## src/rtl/fetch_pkg.sv

```systemverilog
// Shared types and constants for the instruction-fetch stage.
package fetch_pkg;

    typedef enum logic [2:0] {
        IDLE  = 3'd0,
        REQ   = 3'd1,
        HOLD  = 3'd2,
        DONE  = 3'd3,
        FAULT = 3'd4
    } fetch_state_t;

    localparam logic [31:0] NOP_INSTR       = 32'h0000_0013;
    localparam int          DEFAULT_TIMEOUT = 255;

endpackage

```

## src/rtl/instr_fetch_if.sv

```systemverilog
// Instruction-memory read port: level request held until a one-cycle ack.
interface instr_fetch_if #(
  parameter int ADDR_W = 32,
  parameter int DATA_W = 32
);
  logic              mem_ren;
  logic [ADDR_W-1:0] mem_addr;
  logic [DATA_W-1:0] mem_rdata;
  logic              mem_ack;

  modport master (
    output mem_ren,
    output mem_addr,
    input  mem_rdata,
    input  mem_ack
  );

  modport slave (
    input  mem_ren,
    input  mem_addr,
    output mem_rdata,
    output mem_ack
  );
endinterface

```

## src/rtl/fetch_timeout_ctr.sv

```systemverilog
// Counts request cycles without ack; expired flags the cycle whose increment reaches TIMEOUT.
// Saturates at 8'hFF so a stuck enable can never wrap back to zero.
module fetch_timeout_ctr #(
  parameter int TIMEOUT = 255
) (
  input  logic clk,
  input  logic nRST,
  input  logic clear,
  input  logic enable,
  output logic expired
);
  logic [7:0] cnt_q;

  always_ff @(posedge clk) begin
    if (!nRST) begin
      cnt_q <= 8'd0;
    end else if (clear) begin
      cnt_q <= 8'd0;
    end else if (enable && (cnt_q != 8'hFF)) begin
      cnt_q <= cnt_q + 8'd1;
    end
  end

  assign expired = enable && (cnt_q == 8'(TIMEOUT - 1));
endmodule

```

## src/rtl/instr_fetch.sv

```systemverilog
// Multicycle fetch: samples pc in IDLE, reads one word, delivers it with a one-cycle iready pulse.
// Min period 3 cycles (+1 per memory wait, +stall cycles); misalign/timeout lock into FAULT until reset.
module instr_fetch
  import fetch_pkg::*;
#(
  parameter int ADDR_W  = 32,
  parameter int DATA_W  = 32,
  parameter int TIMEOUT = DEFAULT_TIMEOUT
) (
  input  logic              clk,
  input  logic              nRST,
  input  logic [ADDR_W-1:0] pc,
  input  logic              flush,
  input  logic              stall,
  instr_fetch_if.master     mem,
  output logic [DATA_W-1:0] instr,
  output logic              iready,
  output logic              fetch_fault
);
  fetch_state_t      state_q, state_d;
  logic [ADDR_W-1:0] addr_q;
  logic [DATA_W-1:0] instr_q;
  logic              ctr_clear;
  logic              ctr_enable;
  logic              ctr_expired;

  assign ctr_clear  = (state_q == IDLE);
  assign ctr_enable = (state_q == REQ) && !mem.mem_ack;

  fetch_timeout_ctr #(
    .TIMEOUT (TIMEOUT)
  ) u_timeout (
    .clk     (clk),
    .nRST    (nRST),
    .clear   (ctr_clear),
    .enable  (ctr_enable),
    .expired (ctr_expired)
  );

  always_ff @(posedge clk) begin
    if (!nRST) begin
      state_q <= IDLE;
    end else begin
      state_q <= state_d;
    end
  end

  // In REQ: flush beats ack, and ack beats an expiring counter.
  always_comb begin
    state_d = state_q;
    case (state_q)
      IDLE:    state_d = (pc[1:0] != 2'b00) ? FAULT : REQ;
      REQ: begin
        if (flush) begin
          state_d = IDLE;
        end else if (mem.mem_ack) begin
          state_d = stall ? HOLD : DONE;
        end else if (ctr_expired) begin
          state_d = FAULT;
        end
      end
      HOLD: begin
        if (flush) begin
          state_d = IDLE;
        end else if (!stall) begin
          state_d = DONE;
        end
      end
      DONE:    state_d = IDLE;
      FAULT:   state_d = FAULT;
      default: state_d = IDLE;
    endcase
  end

  always_ff @(posedge clk) begin
    if (!nRST) begin
      addr_q  <= '0;
      instr_q <= DATA_W'(NOP_INSTR);
    end else begin
      if (state_q == IDLE) begin
        addr_q <= pc;
      end
      if (state_d == FAULT) begin
        instr_q <= DATA_W'(NOP_INSTR);
      end else if ((state_q == REQ) && mem.mem_ack && !flush) begin
        instr_q <= mem.mem_rdata;
      end
    end
  end

  assign mem.mem_ren  = (state_q == REQ);
  assign mem.mem_addr = addr_q;
  assign iready       = (state_q == DONE);
  assign fetch_fault  = (state_q == FAULT);
  assign instr        = instr_q;
endmodule
```

## src/flat_wrapper.sv

```systemverilog
// flat-port wrapper written by rule: the top's interface ports become plain ports
module instr_fetch_flat import fetch_pkg::*;
#(
  parameter int ADDR_W  = 32,
  parameter int DATA_W  = 32,
  parameter int TIMEOUT = DEFAULT_TIMEOUT
)
  (clk, nRST, pc, flush, stall, instr, iready, fetch_fault, mem_mem_ren, mem_mem_addr, mem_mem_rdata, mem_mem_ack);
  instr_fetch_if #(.ADDR_W(ADDR_W), .DATA_W(DATA_W)) mem_i ();
  input  logic clk;
  input  logic nRST;
  input  logic [ADDR_W-1:0] pc;
  input  logic flush;
  input  logic stall;
  output logic [DATA_W-1:0] instr;
  output logic iready;
  output logic fetch_fault;
  output wire logic [$bits(mem_i.mem_ren)-1:0] mem_mem_ren;
  output wire logic [$bits(mem_i.mem_addr)-1:0] mem_mem_addr;
  input wire logic [$bits(mem_i.mem_rdata)-1:0] mem_mem_rdata;
  input wire logic [$bits(mem_i.mem_ack)-1:0] mem_mem_ack;
  assign mem_mem_ren = mem_i.mem_ren;
  assign mem_mem_addr = mem_i.mem_addr;
  assign mem_i.mem_rdata = mem_mem_rdata;
  assign mem_i.mem_ack = mem_mem_ack;
  instr_fetch #(.ADDR_W(ADDR_W), .DATA_W(DATA_W), .TIMEOUT(TIMEOUT)) u_core (.clk(clk), .nRST(nRST), .pc(pc), .flush(flush), .stall(stall), .mem(mem_i), .instr(instr), .iready(iready), .fetch_fault(fetch_fault));
endmodule
```

## config.mk

```make
export PLATFORM = sky130hd
export DESIGN_NAME = instr_fetch_flat
export DESIGN_NICKNAME = d
export VERILOG_FILES = /design/src/rtl/fetch_pkg.sv /design/src/rtl/instr_fetch_if.sv /design/src/rtl/fetch_timeout_ctr.sv /design/src/rtl/instr_fetch.sv /design/src/flat_wrapper.sv
export SDC_FILE = /design/constraint.sdc
export NUM_CORES = 1
export LEC_CHECK = 0
export ABC_AREA = 1
export BUFFER_PORTS_ARGS = -buffer_cell sky130_fd_sc_hd__buf_4
export CAP_MARGIN = 20
export CORE_MARGIN = 1
export CORE_UTILIZATION = 42
export CTS_CLUSTER_SIZE = 28
export DETAILED_ROUTE_END_ITERATION = 12
export GPL_ROUTABILITY_DRIVEN = 0
export PLACE_DENSITY = 0.8
export SLEW_MARGIN = 20
export SYNTH_ARGS = -nofsm -noshare
export SYNTH_HDL_FRONTEND = slang
export SYNTH_HIERARCHICAL = 1
export SYNTH_SLANG_ARGS = --single-unit
```

## constraint.sdc

```tcl
create_clock -name clk -period 1.85 [get_ports clk]
set_clock_uncertainty 0.1 [all_clocks]
set_input_delay 0.185 -clock clk [delete_from_list [all_inputs] [get_ports clk]]
set_output_delay 0.185 -clock clk [all_outputs]
set_load 0.01 [all_outputs]
```

---- Yosys cells after proc, flatten, opt, wreduce, memory -nomap -nowiden ----
Index checks and enable logic that the tools add are counted.
storage, ports and cells
  flip-flop bits (word level) ............. 75
  output and inout port bits .............. 67
operators by class
  add/subtract/negate cells ............... 1
  equal/unequal tests ..................... 7
  multiplexer cells ....................... 8
  bitwise logic cells ..................... 1
  reduce and logical (&&, ||, !) cells .... 11
operators with widths
  cell                                                             number
  3-bit two-way mux                                                6
  3-bit one-hot mux with 4 select lines                            1
  8-bit by 1-bit adder with 8-bit output, second input constant    1
  8-bit == test, second input constant                             1
  8-bit inequality test, second input constant                     1
  3-bit by 2-bit == test with 1-bit output, second input constant  2
  3-bit == test, second input constant                             2
  1-bit logical AND                                                5
  2-bit OR reduction                                               2
  3-bit by 1-bit == test with 1-bit output, second input constant  1
  3-bit zero test                                                  1
  1-bit zero test                                                  2
  2-bit nonzero test                                               1
  1-bit two-way mux                                                1
  1-bit NOT                                                        1

---- Longest topological paths before layout ----
Gate-level depths: netlist (run 1).
  depth after elaboration ................. 9
  gate-level depth with buffers ........... 13
  gate-level depth less buffers ........... 11

---- Hierarchy ----
Netlist (run 1), hierarchy kept.
by module, submodules not included
  module             instances  cells each  area each (um^2)  seq. area each (um^2)
  instr_fetch        1          327         2548.7            1341.3
  fetch_timeout_ctr  1          66          441.7             160.2

---- Worst setup path before layout (run 1) ----
No wires, ideal clock.
  path type ............................... register to register
  start ................................... reg u_core.state_q[0]
  end ..................................... reg u_core.instr_q[10] (netlist: u_core/instr[10])
  library setup time ...................... 0.117 ns
  data arrival time ....................... 1.539 ns
  required time ........................... 1.633 ns
  path slack .............................. 0.093 ns
  cell stages (with the launch flop) ...... 11
  clock period less this slack ............ 1.757 ns
  cell sequence ........................... dfxtp_1 nand2_1 nor2_2 nand2_1 nor4_1 nor2_1 nor2_1 nand2_1 nand3_2 buf_6 a21oi_1
between the ends
  cells in the longest elaborated chain, start to end .. 9
  elaborated cells on any way between the ends .. 16
  classes of those cells .................. 4 x eq/ne; 6 x mux; 6 x reduce/logical
RTL lines
  item                                      line                     RTL
  from (decl)                               instr_fetch.sv:20        fetch_state_t state_q, state_d;
  from (signal assigned)                    instr_fetch.sv:44        state_q <= state_d;
  3-bit by 1-bit == test with 1-bit output  instr_fetch.sv:28        assign ctr_enable = (state_q == REQ) && !mem.mem_ack;
  1-bit logical AND                         instr_fetch.sv:28
  named net u_core.ctr_enable               instr_fetch.sv:24        logic ctr_enable;
  1-bit logical AND                         fetch_timeout_ctr.sv:24  assign expired = enable && (cnt_q == 8'(TIMEOUT - 1));
  named net u_core.ctr_expired              instr_fetch.sv:25        logic ctr_expired;
  3-bit two-way mux                         instr_fetch.sv:58        end else if (ctr_expired) begin
  3-bit two-way mux                         instr_fetch.sv:56        end else if (mem.mem_ack) begin
  3-bit two-way mux                         instr_fetch.sv:54        if (flush) begin
  3-bit one-hot mux with 4 select lines     instr_fetch.sv:51        case (state_q)
  3-bit == test                             instr_fetch.sv:83        if (state_d == FAULT) begin
  2-bit OR reduction (no line)              n/a
  to (signal assigned)                      instr_fetch.sv:78        instr_q <= DATA_W'(NOP_INSTR);
  to (signal assigned)                      instr_fetch.sv:84        instr_q <= DATA_W'(NOP_INSTR);
  to (signal assigned)                      instr_fetch.sv:86        instr_q <= mem.mem_rdata;
  to (decl)                                 instr_fetch.sv:22        logic [DATA_W-1:0] instr_q;
The timed path passes the listed nets, and every way through them passes these cells.
A chain may end at the register's enable or synchronous reset.

---- Worst setup path in the final report (run 1) ----
  start ................................... reg u_core.state_q[0]
  end ..................................... out mem_mem_ren
between the ends
  cells in the longest elaborated chain, start to end .. 1
RTL lines
  item                                      line                RTL
  3-bit by 1-bit == test with 1-bit output  instr_fetch.sv:91   assign mem.mem_ren = (state_q == REQ);
  to (decl)                                 flat_wrapper.sv:18  output wire logic [$bits(mem_i.mem_ren)-1:0] mem_mem_ren;
Every way passes these cells.

==> flow_summary.toml, run 1 <==
[run_status]
outcome = "finished clean"

[clock_tree]
cts.clk_slew.worst_paths_ns = 0.08
numClockSinks = 75
clock_path_buffers = 2
cts_made_buffers = 9
htreeDepth = 3
cts_tree = "built"
cts_root_buffer = "clkbuf_8"
clk_latency_ns = 0.34

[power]
leakage_nw = 2.09
power_density_nw_per_um2 = 774
p_int_w = 0.00273
max-vdd-ir-drop_mv = 0.497
power_frac_seq = 0.473
finalPower_w = 0.00366
p_switching_w = 0.000931
clockPowerShare = 0.361
pwr-share-comb = 0.166
sw_frac_of_total = 0.254

[critical_path]
critPathCaptureType = "output port"
cp-start-kind = "register"
reg2reg_slack_ns = 0.11
crit_path_max_incr_delay_ns = 0.34
crit_path_start = "u_core/state_q[0]"
cpMaxStageDelayCell = "dfxtp_1"
cp_common_cell = "buf_4"
worst-setup-path-type = "reg2out"
r2r-start = "u_core/state_q[0]"
worstReg2RegEnd = "u_core/mem.mem_addr[2]"
crit_fanout = 14
rr_worst_depth = 8
path_cells = "buf_4 -> nand2_1 -> nor2_2 -> buf_4 -> buf_4"
cp.required_ns = 1.56
crit_path_end = "mem_mem_ren"
arrival_ns = 1.46

[synth]
synth_fp_nets = 464
yosys_warnings = 6
yosysSeqAreaShare = 0.502
ys_types = 24
syn_inst = 393
avgSynthCellArea_um2 = 7.61
ys_seq_elements = 75
syn_area_um2 = 2990

[final_layout]
n_antenna_cell = 0
fin_cells = 664
layout-drive-gt1-share = 0.329
fill_cells = 530
nets = 635
area_growth_pct = 58.2

[floorplan]
die_x_um = 86.4
die_h_um = 86.4
core_um2 = 6830
dieArea_um2 = 7460
floorplan.initialDensity = 0.438
ioPinCount = 136
fp-row-count = 30

[grt]
grt_pass1_vias = 3206
grt_pass1_wl_um = 14600
grt_util_all_layers = 0.247
grt_overflow_total = 0
grt_max_degree = 32
antenna_found_initial = 0

[timing]
hold_viol = 0
tns_ns = 0
max_freq_ghz = 0.573
fin_hold_ws_ns = 0.0171
finalCritPeriodShare = 0.943
tightest_slew_ns = 0.428
slew-limit-headroom = 0.714
final-setup-viol-count = 0
setup_slack_ns = 0.106
slew_violations = 0
min_period_ns = 1.74

[place]
portBuffers = 135
dpl.cell_count = 612
hpwl_um = 5610
place_ws_ns = 0.0403

[detailed_routing]
drc_errors = 0
ant_nets = 0
totalWireLength_um = 9360
wl_per_cell_um = 14.1
vias_per_cell = 5.10
via_count = 3387
drt-initial-drc-count = 170
firstDrtPassIters = 4

[worst_hold_path]
hold_path_class = "in2reg"

[run]
maxCapViolations = 0
[worst max-delay path, delay by kind of cell, from the launching register on]
family	cells	cell delay (ns)
buf+inv	3	0.52
flops	1	0.34
simple gates	2	0.26
[final cells by class]
class	instances	area, um2	area share
clock inverter	3	46.3	0.00978
multi-input combinational	274	1310	0.276
inverter	19	75.1	0.0159
sequential	75	1500	0.318
timing repair buffer	185	1510	0.320
clock buffer	12	165	0.0349
tap	96	120	0.0254
[cell usage after synthesis]
cell | n | area share
nand2_2 | 5 | 0.010
nor4_1 | 1 | 0.0021
nand4_1 | 29 | 0.061
nor2_4 | 1 | 0.0038
nor3_1 | 2 | 0.0033
nand2_1 | 61 | 0.077
o21ai_2 | 1 | 0.0029
nor2_1 | 81 | 0.10
inv_1 | 14 | 0.018
buf_6 | 3 | 0.011
nor2_2 | 2 | 0.0042
o21ai_1 | 4 | 0.0067
inv_2 | 5 | 0.0063
nand3_1 | 9 | 0.015
xnor2_1 | 1 | 0.0029
buf_2 | 13 | 0.022
o21ai_0 | 35 | 0.059
nand4_2 | 1 | 0.0042
dfxtp_1 | 75 | 0.50
nand3_2 | 1 | 0.0033
ha_1 | 2 | 0.0084
a21oi_1 | 37 | 0.062
xor2_1 | 1 | 0.0029
clkbuf_1 | 9 | 0.011
[logic make-up after synthesis]
| logic type | Yosys count | share of synthesized area |
|---|---|---|
| xor gates and xnor gates | 2 | 0.00586 |
| DFF | 75 | 0.502 |
| AOI/OAI and AO/OA | 77 | 0.130 |
| and+or+nand+nor | 193 | 0.285 |
| adders and majority gates | 2 | 0.00837 |
| buffers and inverters | 44 | 0.0682 |
[cell usage in the layout, fill, tap and decap left out, drive strengths merged]
master / instances
nor4: 1
nor3: 2
xnor2: 1
buf: 151
a21oi: 37
dlygate4sd3: 33
inv: 18
xor2: 1
nand3: 10
nor2: 84
clkinvlp: 2
bufinv: 1
dfxtp: 75
ha: 2
o21ai: 40
clkbuf: 13
nand2: 66
clkinv: 1
nand4: 30
[how the worst min path moves through the flow]
stage                       from                      end  slack [ns]  cells after the start
6_report       mem_mem_rdata[26]         u_core/instr[26]        0.02                      3
3_5_place_dp              pc[16]  u_core/mem.mem_addr[16]        0.31                      3
3_3_place_gp              pc[20]  u_core/mem.mem_addr[20]        0.31                      3
5_1_grt        mem_mem_rdata[26]         u_core/instr[26]       0.009                      3
4_1_cts        mem_mem_rdata[30]         u_core/instr[30]        0.01                      3
2_1_floorplan             pc[11]  u_core/mem.mem_addr[11]        0.22                      2
[power by group through the flow]
stage / Clock [W] / Combinational, W / Sequential (W)
finish: 0.00132 / 0.000608 / 0.00173
CTS: 0.00133 / 0.000571 / 0.00173
detailed placement: 0 / 0.000516 / 0.00176
floorplan: 0 / 0.000198 / 0.00180
global placement: 0 / 0.000507 / 0.00176
global route: 0.00141 / 0.000654 / 0.00174
[timing repair]
item                                    in CTS  in global routing
endpoints found under the setup margin       0                 45
buffers inserted                             0                  3
resized for setup                            0                  6
hold endpoints to repair                    33                  0
hold buffers                                33                  0
[routing by layer]
| layer | up-vias | share of wire | GRT usage |
|---|---|---|---|
| met1 | 1574 | 0.41 | 0.294 |
| li1 | 1645 | - | - |
| met2 | 149 | 0.49 | 0.430 |
| met5 | - | 0 | 0 |
| met3 | 19 | 0.073 | 0.0581 |
| met4 | 0 | 0.020 | 0.0970 |
[sequential cells by signal (all words and copies together), names as in the netlist]
register                flops
u_core/instr               32
u_core/mem.mem_addr        32
u_core/u_timeout/cnt_q      8
u_core/state_q              3
[stage by stage]
step	util	area [um2]
after floorplan	-	2990
after global placement	0.602	4110
after detailed placement	0.602	4110
after CTS	0.682	4660
after global routing	0.693	4730
final	0.693	4730
(Power assumes the default switching activity.)
==> run 2: changes to the inputs <==
--- a/config.mk
+++ b/config.mk
@@ -14,6 +14,7 @@
 export DETAILED_ROUTE_END_ITERATION = 12
 export GPL_ROUTABILITY_DRIVEN = 0
 export PLACE_DENSITY = 0.8
+export SETUP_SLACK_MARGIN = 0.5
 export SLEW_MARGIN = 20
 export SYNTH_ARGS = -nofsm -noshare
 export SYNTH_HDL_FRONTEND = slang
==> run 2 against run 1 <==
Effect of this change:
- cell count is 4.4% higher
- sequential cell count stayed put
- power is 6.6% higher
- sequential power hardly changed
- non-clock buffer count is 27 higher
- critical path depth is 7 higher
- worst hold slack hardly changed
- cell area is 16% higher
- largest power group unchanged
- highest routed layer unchanged
==> flow_summary.toml, run 2 (synthesized netlist as in run 1, its figures left out) <==
[timing]
hold_viol = 0
min_period_ns = 1.78
tightest_slew_ns = 0.348
slew_violations = 0
finalCritPeriodShare = 0.964
slew-limit-headroom = 0.768
rsz0062_at_grt = "true"
final-setup-viol-count = 0
max_freq_ghz = 0.561

[floorplan]
floorplan.initialDensity = 0.438
dieArea_um2 = 7460
core_um2 = 6830
fp-row-count = 30
ioPinCount = 136
die_x_um = 86.4
die_h_um = 86.4

[detailed_routing]
drt-initial-drc-count = 329
ant_nets = 0
wl_per_cell_um = 18.9
drc_errors = 0
firstDrtPassIters = 5
via_count = 3905
vias_per_cell = 5.63
totalWireLength_um = 13100

[clock_tree]
cts_tree = "built"
cts_made_buffers = 9
clock_path_buffers = 2
numClockSinks = 75
cts.clk_slew.worst_paths_ns = 0.08
clk_latency_ns = 0.34
cts_root_buffer = "clkbuf_8"
htreeDepth = 3

[power]
p_switching_w = 0.00109
p_int_w = 0.00281
leakage_nw = 2.33
clockPowerShare = 0.336
power_density_nw_per_um2 = 710
pwr-share-comb = 0.219
sw_frac_of_total = 0.280
power_frac_seq = 0.446
max-vdd-ir-drop_mv = 0.606

[critical_path]
worst-setup-path-type = "reg2reg"
cp.required_ns = 1.98
critPathCaptureType = "register"
crit_fanout = 8
arrival_ns = 1.91
cp-start-kind = "register"

[final_layout]
layout_common_cells = "153 x buf_4, 66 x dfxtp_1, 52 x nand2_1, 48 x nor2_1, 34 x dlygate4sd3_1"
layout-drive-gt1-share = 0.495
fill_cells = 358
area_growth_pct = 83.8
fin_cells = 693
layout_commonest_cell = "buf_4"
utilization = 0.805
nets = 662

[place]
hpwl_um = 5710
dpl.cell_count = 611
portBuffers = 135

[run]
maxCapViolations = 0

[grt]
grt_util_all_layers = 0.294
grt_overflow_total = 0
grt_pass1_wl_um = 16900
grt_max_degree = 32
antenna_found_initial = 1
grt_pass1_vias = 3625

[run_status]
outcome = "finished clean"

[worst_hold_path]
hold_path_class = "in2reg"
==> run 2: power groups by stage <==
stage | Clock, W | Combinational (W) | Sequential (W)
6_report | 0.00131 | 0.000853 | 0.00174
3_5_place_dp | 0 | 0.000524 | 0.00176
3_3_place_gp | 0 | 0.000514 | 0.00176
2_1_floorplan | 0 | 0.000200 | 0.00180
4_1_cts | 0.00131 | 0.000706 | 0.00172
5_1_grt | 0.00139 | 0.000885 | 0.00175
==> run 2: area by class of cell <==
type | count | area, um2 | area share
inverter | 19 | 90.1 | 0.0164
clock inverter | 4 | 48.8 | 0.00888
timing repair buffer | 212 | 1910 | 0.347
clock buffer | 12 | 155 | 0.0282
antenna | 1 | 2.50 | 0.000455
tap | 96 | 120 | 0.0219
sequential | 75 | 1520 | 0.277
multi-input combinational | 274 | 1650 | 0.301
==> run 2: through the flow <==
stage               setup WS (ns)  power [W]  hold WS [ns]  area, um2  TNS, ns
floorplan                   0.260    0.00200         0.220       3010        0
global placement            0.244    0.00228         0.306       4130        0
detailed placement          0.198    0.00229         0.314       4130        0
CTS                         0.181    0.00374       0.00458       5140        0
global route              -0.0659    0.00402        0.0104       5500    -1.72
finish                     0.0670    0.00390        0.0173       5500        0
==> run 2: worst paths after layout <==
path	startpoint	end	slack, ns	cells past startpoint
setup / recovery	u_core/state_q[1]	u_core/instr[11]	0.07	12
hold / removal	mem_mem_rdata[3]	u_core/instr[3]	0.02	3
setup reg to reg	u_core/state_q[1]	u_core/instr[11]	0.07	12
hold reg to reg	u_core/instr[20]	u_core/instr[20]	0.38	2
==> run 2: critical path: stages (launching register included) <==
cell and delay (ns):
dfxtp_4 0.37, inv_4 0.07, nand2_4 0.05, nor2_4 0.12, nand2_2 0.08, nor4_4 0.18
nor2_1 0.07, nor2_1 0.13, nand2_2 0.10, nand3_4 0.10, buf_6 0.11, buf_12 0.12
a21oi_1 0.05
==> run 2: per-layer routing <==
metal | share of wire | GRT usage | vias to the layer above
met3 | 0.092 | 0.0971 | 82
met5 | 0 | 0 | -
met1 | 0.36 | 0.322 | 1837
li1 | - | - | 1698
met4 | 0.054 | 0.130 | 0
met2 | 0.50 | 0.519 | 288
==> run 2: what timing repair did <==
item | CTS | global route
endpoints found under the hold margin | 34 | 0
setup endpoints to repair | 69 | 78
cloned | 3 | 3
gates resized for setup | 76 | 67
pin swaps | 4 | 6
setup buffers | 18 | 7
hold buffers | 34 | 0
==> run 3: changes to the inputs <==
--- a/config.mk
+++ b/config.mk
@@ -8,12 +8,14 @@
 export ABC_AREA = 1
 export BUFFER_PORTS_ARGS = -buffer_cell sky130_fd_sc_hd__buf_4
 export CAP_MARGIN = 20
-export CORE_MARGIN = 1
-export CORE_UTILIZATION = 42
+export CELL_PAD_IN_SITES_DETAIL_PLACEMENT = 0
+export CELL_PAD_IN_SITES_GLOBAL_PLACEMENT = 1
+export CORE_MARGIN = 2
+export CORE_UTILIZATION = 29
 export CTS_CLUSTER_SIZE = 28
 export DETAILED_ROUTE_END_ITERATION = 12
 export GPL_ROUTABILITY_DRIVEN = 0
-export PLACE_DENSITY = 0.8
+export PLACE_DENSITY = 0.79
 export SETUP_SLACK_MARGIN = 0.5
 export SLEW_MARGIN = 20
 export SYNTH_ARGS = -nofsm -noshare
==> run 3 against run 2 <==
Effect of this change:
- power is 2.1% lower
- utilization is 28 points lower
- count of clock-buffer cells in the layout is 2 lower
- register-to-register slack better by 0.08 ns
- routed wire length is 24% lower
- fmax is 5.0% higher
- global-route usage is 12 points lower
- combinational power is 17% lower
- critical path depth is 2 higher
- via count is 13% lower
==> flow_summary.toml, run 3 (synthesized netlist as in run 1, its figures left out) <==
[clock_tree]
cts.clk_slew.worst_paths_ns = 0.08
clock_path_buffers = 2
htreeDepth = 3
cts_root_buffer = "clkbuf_8"
numClockSinks = 75
cts_tree = "built"
cts_made_buffers = 9
clk_latency_ns = 0.34

[critical_path]
r2r-start = "u_core/state_q[2]"
cpMaxStageDelayCell = "dfxtp_4"
cp.required_ns = 1.98
cp_common_cell = "buf_6"
cp.depth = 14
path_cells = "inv_4 -> nand2_4 -> nor2_4 -> nand2_2 -> nor4_4 -> buf_4 -> buf_6 -> buf_6 -> buf_6 -> nand2_2 -> nand3_2 -> nand2_1 -> nand2_1 -> a21oi_2"
crit_path_max_incr_delay_ns = 0.36
critPathCaptureType = "register"
crit_fanout = 2
arrival_ns = 1.83
worstReg2RegEnd = "u_core/state_q[0]"
crit_path_end = "u_core/state_q[0]"
reg2reg_slack_ns = 0.15
rr_worst_depth = 14
crit_buf_inv = 5
cp-start-kind = "register"
cpLargestDelayFamily = "simple AND/OR/NAND/NOR gates"
worst-setup-path-type = "reg2reg"
crit_path_start = "u_core/state_q[2]"

[final_layout]
n_antenna_cell = 0
layout_commonest_cell = "buf_4"
utilization = 0.526
final_cell_area_um2 = 5360
nets = 663
area_growth_pct = 79.3
layout_common_cells = "149 x buf_4, 74 x nor2_1, 67 x dfxtp_1, 51 x nand2_1, 43 x dlygate4sd3_1"
layout-drive-gt1-share = 0.427

[timing]
tns_ns = 0
slew_violations = 0
min_period_ns = 1.70
rsz0062_at_grt = "true"
slew-limit-headroom = 0.770
hold_viol = 0
max_freq_ghz = 0.589
finalCritPeriodShare = 0.918
tightest_slew_ns = 0.344
final-setup-viol-count = 0

[floorplan]
die_x_um = 106
ioPinCount = 136
floorplan.initialDensity = 0.294
fp-row-count = 37
core_um2 = 10200
die_h_um = 106
dieArea_um2 = 11100

[power]
p_int_w = 0.00284
power_frac_seq = 0.452
power_density_nw_per_um2 = 713
leakage_nw = 2.31
sw_frac_of_total = 0.258
clockPowerShare = 0.362
p_switching_w = 0.000985
max-vdd-ir-drop_mv = 0.439
pwr-share-comb = 0.186

[grt]
antenna_found_initial = 0
grt_overflow_total = 0
grt_pass1_vias = 3327
grt_util_all_layers = 0.170
grt_max_degree = 36
grt_pass1_wl_um = 15600

[run_status]
outcome = "finished clean"

[worst_hold_path]
hold_path_class = "in2reg"

[detailed_routing]
firstDrtPassIters = 4
ant_nets = 0
wl_per_cell_um = 13.5
via_count = 3405
drt-initial-drc-count = 177
totalWireLength_um = 9880
drc_errors = 0
vias_per_cell = 4.65

[place]
hpwl_um = 5850
placed_cell_area_um2 = 4170
portBuffers = 135

[run]
maxCapViolations = 0
-- run 3: changes by cell type in the layout (fill, tap and decap cells not counted), sizes merged --
cell,change
dlygate4sd3,+9
buf,-7
clkbuf,-3
inv,+3
clkinv,-2
bufinv,+1
diode,-1
-- run 3: through the flow --
step	power (W)	instances	hold slack (ns)	setup slack, ns
2_1_floorplan	0.00200	393	0.220	0.260
3_3_place_gp	0.00228	651	0.307	0.221
3_5_place_dp	0.00229	651	0.313	0.165
4_1_cts	0.00380	721	0.000131	0.168
5_1_grt	0.00402	733	0.00136	0.0288
6_report	0.00382	733	0.0190	0.151
-- run 3: cell type report --
class / instances / area [um2]
fillers: 969 / 4820
repair buffers: 213 / 1890
flip-flops and latches: 75 / 1520
multi-input cells: 274 / 1490
well taps: 136 / 170
clock buffers: 10 / 128
clock inverters: 6 / 87.6
inverters: 19 / 81.3
-- run 3: tightest hold or removal path, delay by kind of cell --
family                 cells  cell delay (ns)
AOI/OAI and AO/OA          1             0.05
and+or+nand+nor            1             0.07
buffers and inverters      1             0.11
-- run 3: worst min path at each step --
stage / startpoint / to / slack (ns) / cells after the start
after floorplan: pc[11] / u_core/mem.mem_addr[11] / 0.22 / 2
after global placement: pc[23] / u_core/mem.mem_addr[23] / 0.31 / 3
after detailed placement: pc[20] / u_core/mem.mem_addr[20] / 0.31 / 3
after CTS: mem_mem_rdata[25] / u_core/instr[25] / 0.0001 / 3
after global routing: mem_mem_rdata[22] / u_core/instr[22] / 0.001 / 3
final: mem_mem_rdata[6] / u_core/instr[6] / 0.02 / 3
-- run 3: per-layer routing --
layer	vias to the layer above	track usage	part of all wire
li1	1702	-	-
met1	1580	0.201	0.42
met5	-	0	0
met3	10	0.0569	0.066
met2	113	0.288	0.50
met4	0	0.0602	0.013
-- run 3: power groups by stage --
stage	Sequential [W]	Combinational [W]	Clock, W
final	0.00173	0.000711	0.00138
after CTS	0.00173	0.000641	0.00143
after detailed placement	0.00177	0.000519	0
after floorplan	0.00180	0.000200	0
after global routing	0.00174	0.000769	0.00151
after global placement	0.00176	0.000516	0
-- run 3: repair_timing --
action	4_1_cts	5_1_grt
pin swaps	5	7
hold buffers	42	1
endpoints found under the hold margin	42	1
cloned	2	3
setup buffers	10	8
gates resized for setup	34	51
endpoints found under the setup margin	42	78
